`config.mk`:
```
export PLATFORM = sky130hd
export DESIGN_NAME = seg_display_scheduler
export DESIGN_NICKNAME = d
export VERILOG_FILES = /design/src/rtl/seg_display_scheduler.sv
export SDC_FILE = /design/constraint.sdc
export NUM_CORES = 1
export LEC_CHECK = 0
export CORE_ASPECT_RATIO = 1.1
export CORE_MARGIN = 3
export CORE_UTILIZATION = 52
export DETAILED_ROUTE_END_ITERATION = 6
export PLACE_DENSITY = 0.78
export SLEW_MARGIN = 10
export SYNTH_ARGS = -nofsm -noshare
export SYNTH_HDL_FRONTEND = slang
export SYNTH_SLANG_ARGS = --single-unit
```
`constraint.sdc`:
```
create_clock -name clk -period 3.6 [get_ports clk]
set_input_delay 0.72 -clock clk [delete_from_list [all_inputs] [get_ports clk]]
set_output_delay 0.72 -clock clk [all_outputs]
set_load 0.005 [all_outputs]
```
`src/rtl/seg_display_scheduler.sv`:
```
// +--------------------------------------------------------------------------+
// | Module   : seg_display_scheduler                                         |
// | Purpose  : Peak-magnitude tracker and eight-digit display sequencer,     |
// |            decimal (double-dabble) or raw-hex readout per refresh tick.  |
// | Option   : SEG_LAMP_TEST_EN adds a lamp_test override input.             |
// | Revision : 1.0 - initial release                                         |
// +--------------------------------------------------------------------------+
`default_nettype none

module seg_display_scheduler #(
    parameter int SAMPLE_W       = 16,
    parameter int REFRESH_CYCLES = 5000000
) (
    input  logic                clk,
    input  logic                reset,
    input  logic [SAMPLE_W-1:0] sample_in,
    input  logic                sample_valid,
    input  logic                mode,
`ifdef SEG_LAMP_TEST_EN
    input  logic                lamp_test,
`endif
    output logic [31:0]         digit_out,
    output logic [7:0]          digit_en,
    output logic                update_done,
    output logic                busy,
    output logic                overrun
);

    localparam int c_CNT_W      = $clog2(REFRESH_CYCLES);
    localparam int c_IT_W       = $clog2(SAMPLE_W);
    localparam int c_HEX_DIGITS = (SAMPLE_W + 3) / 4;
    localparam int c_DD_W       = SAMPLE_W + 32;

    localparam logic [c_CNT_W-1:0] c_CNT_LAST = c_CNT_W'(REFRESH_CYCLES - 1);
    localparam logic [c_IT_W-1:0]  c_IT_LAST  = c_IT_W'(SAMPLE_W - 1);
    localparam logic [7:0]         c_HEX_EN   = 8'((1 << c_HEX_DIGITS) - 1);

    localparam logic [1:0] c_IDLE    = 2'd0;
    localparam logic [1:0] c_CAPTURE = 2'd1;
    localparam logic [1:0] c_CONVERT = 2'd2;
    localparam logic [1:0] c_UPDATE  = 2'd3;

    logic [1:0]          r_state;
    logic [c_CNT_W-1:0]  r_cnt;
    logic [c_IT_W-1:0]   r_iter;
    logic [SAMPLE_W-1:0] r_peak;
    logic [SAMPLE_W-1:0] r_last;
    logic [c_DD_W-1:0]   r_dd;
    logic [31:0]         r_digit;
    logic [7:0]          r_en;
    logic                r_update_done;
    logic                r_overrun;

    logic                w_tick;
    logic [SAMPLE_W-1:0] w_mag;
    logic [31:0]         w_bcd_adj;
    logic [c_DD_W-1:0]   w_dd_next;
    logic [31:0]         w_bcd_next;
    logic [7:0]          w_dec_en;

    assign w_tick = (r_cnt == c_CNT_LAST);
    assign w_mag  = sample_in[SAMPLE_W-1] ? (~sample_in + SAMPLE_W'(1)) : sample_in;

    // One double-dabble step: bias every BCD nibble >= 5 by 3, then shift {bcd, bin}.
    for (genvar k = 0; k < 8; k++) begin : g_adj
        assign w_bcd_adj[4*k +: 4] = (r_dd[SAMPLE_W + 4*k +: 4] >= 4'd5)
                                   ? r_dd[SAMPLE_W + 4*k +: 4] + 4'd3
                                   : r_dd[SAMPLE_W + 4*k +: 4];
    end

    assign w_dd_next  = {w_bcd_adj, r_dd[SAMPLE_W-1:0]} << 1;
    assign w_bcd_next = w_dd_next[SAMPLE_W +: 32];

    // Leading-zero blanking: digit k lit when it or any higher digit is nonzero.
    assign w_dec_en[0] = 1'b1;
    for (genvar k = 1; k < 8; k++) begin : g_en
        assign w_dec_en[k] = |w_bcd_next[31:4*k];
    end

    always_ff @(posedge clk) begin
        if (reset) begin
            r_state       <= c_IDLE;
            r_cnt         <= '0;
            r_iter        <= '0;
            r_peak        <= '0;
            r_last        <= '0;
            r_dd          <= '0;
            r_digit       <= '0;
            r_en          <= 8'b0000_0001;
            r_update_done <= 1'b0;
            r_overrun     <= 1'b0;
        end else begin
            r_cnt         <= (r_cnt == c_CNT_LAST) ? '0 : r_cnt + c_CNT_W'(1);
            r_update_done <= 1'b0;

            if (w_tick && (r_state != c_IDLE)) begin
                r_overrun <= 1'b1;
            end

            // A sample landing on the snapshot cycle belongs to the next interval.
            if (r_state == c_CAPTURE) begin
                r_peak <= sample_valid ? w_mag : '0;
            end else if (sample_valid && (w_mag > r_peak)) begin
                r_peak <= w_mag;
            end

            if (sample_valid) begin
                r_last <= sample_in;
            end

            case (r_state)
                c_IDLE: begin
                    if (w_tick) begin
                        r_state <= c_CAPTURE;
                    end
                end
                c_CAPTURE: begin
                    r_dd   <= {32'd0, r_peak};
                    r_iter <= '0;
                    if (mode) begin
                        r_digit       <= {{(32-SAMPLE_W){1'b0}}, r_last};
                        r_en          <= c_HEX_EN;
                        r_update_done <= 1'b1;
                        r_state       <= c_UPDATE;
                    end else begin
                        r_state <= c_CONVERT;
                    end
                end
                c_CONVERT: begin
                    r_dd   <= w_dd_next;
                    r_iter <= r_iter + c_IT_W'(1);
                    if (r_iter == c_IT_LAST) begin
                        r_digit       <= w_bcd_next;
                        r_en          <= w_dec_en;
                        r_update_done <= 1'b1;
                        r_state       <= c_UPDATE;
                    end
                end
                c_UPDATE: begin
                    r_state <= c_IDLE;
                end
                default: begin
                    r_state <= c_IDLE;
                end
            endcase
        end
    end

    assign update_done = r_update_done;
    assign busy        = (r_state != c_IDLE);
    assign overrun     = r_overrun;

`ifdef SEG_LAMP_TEST_EN
    assign digit_out = lamp_test ? 32'h8888_8888 : r_digit;
    assign digit_en  = lamp_test ? 8'hFF : r_en;
`else
    assign digit_out = r_digit;
    assign digit_en  = r_en;
`endif

endmodule

`default_nettype wire

```
# Yosys cells after proc, flatten, opt, wreduce, memory -nomap -nowiden
# Cells that the tools add are included.
[op_classes] addsub=11 magnitude_cmp=9 eq_ne=8 mux=27 n_bitwise=1 reduce_logical=16
[ops] operator="48-bit case mux with 2 select lines" n=1
[ops] operator="16-bit 2-to-1 mux" n=4
[ops] operator="32-bit 2-to-1 mux" n=2
[ops] operator="32-bit case mux with 2 select lines" n=1
[ops] operator="4-bit by 3-bit >= comparator with 1-bit output (second input constant)" n=8
[ops] operator="4-bit by 2-bit adder with 4-bit output (second input constant)" n=7
[ops] operator="4-bit 2-to-1 mux" n=7
[ops] operator="28-bit OR reduction" n=1
[ops] operator="24-bit OR reduction" n=1
[ops] operator="23-bit by 1-bit adder with 23-bit output (second input constant)" n=1
[ops] operator="23-bit equality test (second input constant)" n=1
[ops] operator="20-bit OR reduction" n=1
[ops] operator="16-bit by 1-bit adder with 16-bit output (second input constant)" n=1
[ops] operator="16-bit > comparator" n=1
[ops] operator="8-bit 2-to-1 mux" n=2
[ops] operator="16-bit NOT" n=1
[ops] operator="8-bit case mux with 2 select lines" n=1
[ops] operator="16-bit OR reduction" n=1
[ops] operator="12-bit OR reduction" n=1
[ops] operator="2-bit case mux with 4 select lines" n=1
[ops] operator="4-bit case mux with 2 select lines" n=1
[ops] operator="8-bit OR reduction" n=1
[ops] operator="2-bit inequality test (second input constant)" n=3
[ops] operator="2-bit nonzero test" n=3
[ops] operator="other kinds (15)" n=20
[totals] reg_bits=151 out_inout_bits=43

# Logic depth before layout (Yosys ltp)
[logic_depth] word_depth=7 mapped_depth=14 ltp_nobuf=13

# Least setup slack after synthesis
# No wires, ideal clock.
[synth_path] kind="in2reg" start="input sample_in[6]" end="register r_peak[15]" setup_ps=67 t_arrival_ps=3820 required_time_ps=3533 slack_ps=-287 cell_stages=13 path_cell_list="or4_4 -> or3_4 -> or3_4 -> nand2_1 -> xor2_1 -> inv_1 -> ha_1 -> nand4_1 -> a21oi_1 -> o41ai_1 -> clkbuf_1 -> nand3b_1 -> o21ai_2"
[synth_via] elab_chain_len=6 elab_cells_between_ends=9 classes_between="add/sub (1); order compare (1); mux (4); bitwise (1); reduce/logical (2)"
[synth_rtl] item="from (decl)" line="16" text="input logic [SAMPLE_W-1:0] sample_in,"
[synth_rtl] item="16-bit NOT" line="62" text="assign w_mag = sample_in[SAMPLE_W-1] ? (~sample_in + SAMPLE_W'(1)) : sample_in;"
[synth_rtl] item="16-bit by 1-bit adder with 16-bit output" line="62"
[synth_rtl] item="16-bit 2-to-1 mux *" line="62"
[synth_rtl] item="16-bit > comparator" line="103" text="end else if (sample_valid && (w_mag > r_peak)) begin"
[synth_rtl] item="1-bit logical AND" line="103"
[synth_rtl] item="2-bit nonzero test (no source line)"
[synth_rtl] item="to (signal assigned)" line="102" text="r_peak <= sample_valid ? w_mag : '0;"
[synth_rtl] item="to (signal assigned)" line="104" text="r_peak <= w_mag;"
[synth_rtl] item="to (decl)" line="46" text="logic [SAMPLE_W-1:0] r_peak;"
# Mark *: on every way between the ends. The rest lies on a longest branch, timed or not. The select of a mux whose other input is x is not followed.
# A chain may end at the register's enable or synchronous reset.

# Worst setup path after layout
[layout_path] start="input sample_in[6]" end="register r_peak[12]"
# Same word-level chain as after synthesis.

==> summary.md <==
| Metric | Value |
|---|---|
| Yosys warns | 0 |
| Worst EP arrival | about 4000 ps |
| Syn_area_per_cell | approximately 8.6 µm² |
| Tmin final | 3670 ps |
| Vias in the first global route | 6131 |
| Max-cap violations | 0 |
| Diodes inserted | 0 |
| DRC viols | 0 |
| Clock Skew | 6.19 ps |
| Synth Cell Area | roughly 7300 µm² |
| Die height | around 130 µm |
| Clk Tree Root Cell | clkbuf_16 |
| Cell Pwr Density | 508 nW/µm² |
| WP data required | 3950 ps |
| Vias | approximately 6400 |
| Nets@finish | approximately 1000 |
| Die width | 119 µm |
| DIE AREA | 15500 µm² |
| Slew HR | 38.9% |
| Number of synthesized flops with an enable pin | 0 |
| Failing checks | negative setup slack |
| Clock Latency Late Sink | 430 ps |
| 1st-iter DRT viols | approximately 420 |
| Dpl ws | -759 ps |
| #FFs+latches synth | 150 |
| Global-route wire length before repair | 29000 µm |
| RSZ-0062 raised after global routing | yes |
| Hold WC Path Type | flip-flop to flip-flop |
| Via density | 5.60 |
| CP Max Fanout | 6 |
| Post-route ant nets | 0 |
| Final setup fails | 6 |
| Clock buffer depth | 2 |
| Fmax | 272 MHz |
| Placement Cell Area | 8350 µm² |
| Global route overflow | 0 |
| DP Wirelength | 11800 µm |
| Finished Layout Cells | 1134 |
| PortBufs | 61 |
| Top cell type's share of synthesized area | 41.1% |
| Yosys cell types | 55 |
| Post-Layout Inst Area | about 9200 µm² |
| Num rows | 44 |
| Pleak | between 3 and 4 nW |
| Crit path capture type | flip-flop |
| Final Wtd Congestion | between 0.8 and 0.9 |
| Post-Syn Nets | about 900 |
| Layout Area Growth over Synthesis | 25.3% |
| Clk slew on worst S/H paths | 60 ps |
| Cell taking the most area after synthesis | dfxtp_1 |
| CTS tree | yes |
| Core box area | 13500 µm² |
| Starting Density | between 50% and 60% |
| Final period utilization | 102% |
| Max Slew Vio Count | 0 |
| Status | finished with violations |
| Critical path startpoint category | primary input |
| CTS Hold Bufs | 0 |
| Drt first pass iters | 5 |
| Slack of the critical path | -69.9 ps |
| Seq/Total Area, Yosys | between 40 and 50% |
| FFs w/ async S/R, synth | 0% |
| Num Clock Sinks | 150 |
| Worst vdd ir | 277 µV |
| Number of antenna violations at the first check in global routing | 0 |
| Synth Flop Type | dfxtp_1 |
| Post-synth top cells | dfxtp_1, nor2_1, nand2_1 |
| Total negative setup slack | -153 ps |
| CTS Buf Count | 17 |
| Avg WL per Cell | 15.5 µm |
| Share of cells above drive strength 1 | 12.0% |
| IO Count | 63 |
| Worst Tran Pin Value | approximately 910 ps |
| WL final | 17600 µm |
| Cells after synthesis | 849 |
| Count leader, synth | dfxtp_1 |
| Largest net degree at the start of global routing | 45 |
| Setup Crit Path Kind | primary input to flip-flop |
| Placed cells | 1094 |
| Htree depth | 4 |
| Final Hold Vio Count | 0 |
| Total track usage | 22.9% |
| Synth top area cells | dfxtp_1, ha_1, mux2i_1, nor2_1, a21oi_1 |
## final cells by class
| cell class | count | area, µm² |
|---|---|---|
| inverter | 46 | 173 |
| clock inverter | 15 | 204 |
| sequential | 150 | 3000 |
| multi-input combinational | 611 | 4120 |
| timing repair buffer | 111 | 1010 |
| fill | 1055 | 4320 |
| clock buffer | 17 | 425 |
| tap | 184 | 230 |
## stage by stage
step                power (mW)  hold WS [ps]  utilization [%]
CTS                       4.67           456             67.7
finish                    4.65           451             68.0
detailed placement        2.68           447             61.9
global placement          2.66           439             61.9
floorplan                 2.38           430                -
global route              4.87           480             68.0
## worst max-delay path, stage by stage
cell and delay [ps]:
buf_6 90, or4_4 530, or3_4 350, or3_4 370, nand2_4 80, xor2_2 180
inv_2 70, ha_4 270, nand4_1 170, buf_4 210, nor4_4 280, o21bai_2 100
o41ai_4 70, buf_6 190, buf_12 120, nand3b_1 100, o21ai_1 110
## state kept, by name, summed over array words and instances, names as in the netlist
register     count
r_dd            48
digit_out       32
r_cnt           23
r_last          16
r_peak          16
digit_en         7
r_iter           4
r_state          2
overrun          1
update_done      1
## power breakdown
part | total [mW] | internal [mW] | leakage [nW] | switching (mW)
Clock | 1.88 | 1.16 | 0.295 | 0.719
Combinational | 0.895 | 0.405 | 1.86 | 0.490
Sequential | 1.88 | 1.79 | 1.22 | 0.0854
Total | 4.65 | 3.36 | 3.37 | 1.29
## repair_timing
action                     4_1_cts  5_1_grt
setup buffers                    6        2
pin swaps                       16        9
gates cloned                     3        0
setup endpoints to repair       16       16
gates resized for setup         34       10
## worst paths after layout
path | startpoint | to | cells past startpoint | slack, ps
worst max-delay path | sample_in[6] | r_peak[12] | 17 | -70
worst min-delay path | digit_en[5] | digit_en[5] | 2 | 450
worst max register to register | r_dd[40] | digit_en[3] | 8 | 760
worst min register to register | digit_en[5] | digit_en[5] | 2 | 450
## per-layer routing
layer	track usage, %	part of all wire (%)	vias up	wire (µm)
li1	-	-	3151	-
met1	28.5	45	3010	7870
met2	38.8	49	158	8630
met3	5.08	4.2	36	733
met4	9.34	2.0	0	355
met5	0	0	-	0
## cells by family (layout without fill, tap and decap cells)
| logic type | count (synthesis) | after routing | share of synthesized area, % |
|---|---|---|---|
| XOR/XNOR | 41 | 41 | 4.91 |
| multiplexers | 47 | 47 | 6.43 |
| adder cells (fa/ha/maj) | 39 | 39 | 6.67 |
| other | 1 | 1 | 0.0513 |
| AO/OA/AOI/OAI | 191 | 191 | 16.7 |
| buffers and inverters | 88 | 189 | 4.57 |
| flip-flops | 150 | 150 | 41.1 |
| AND/OR/NAND/NOR | 292 | 292 | 19.6 |
## cell usage in the layout, fill, tap and decap left out, drive strengths merged, types with 23 or more instances in the layout
| cell type | n |
|---|---|
| inv | 46 |
| dfxtp | 150 |
| xnor2 | 23 |
| nand2 | 71 |
| mux2i | 47 |
| ha | 39 |
| o21ai | 46 |
| nor2 | 109 |
| clkdlybuf4s50 | 56 |
| buf | 54 |
| a21oi | 53 |
| a211oi | 33 |
(Power assumes the default switching activity.)
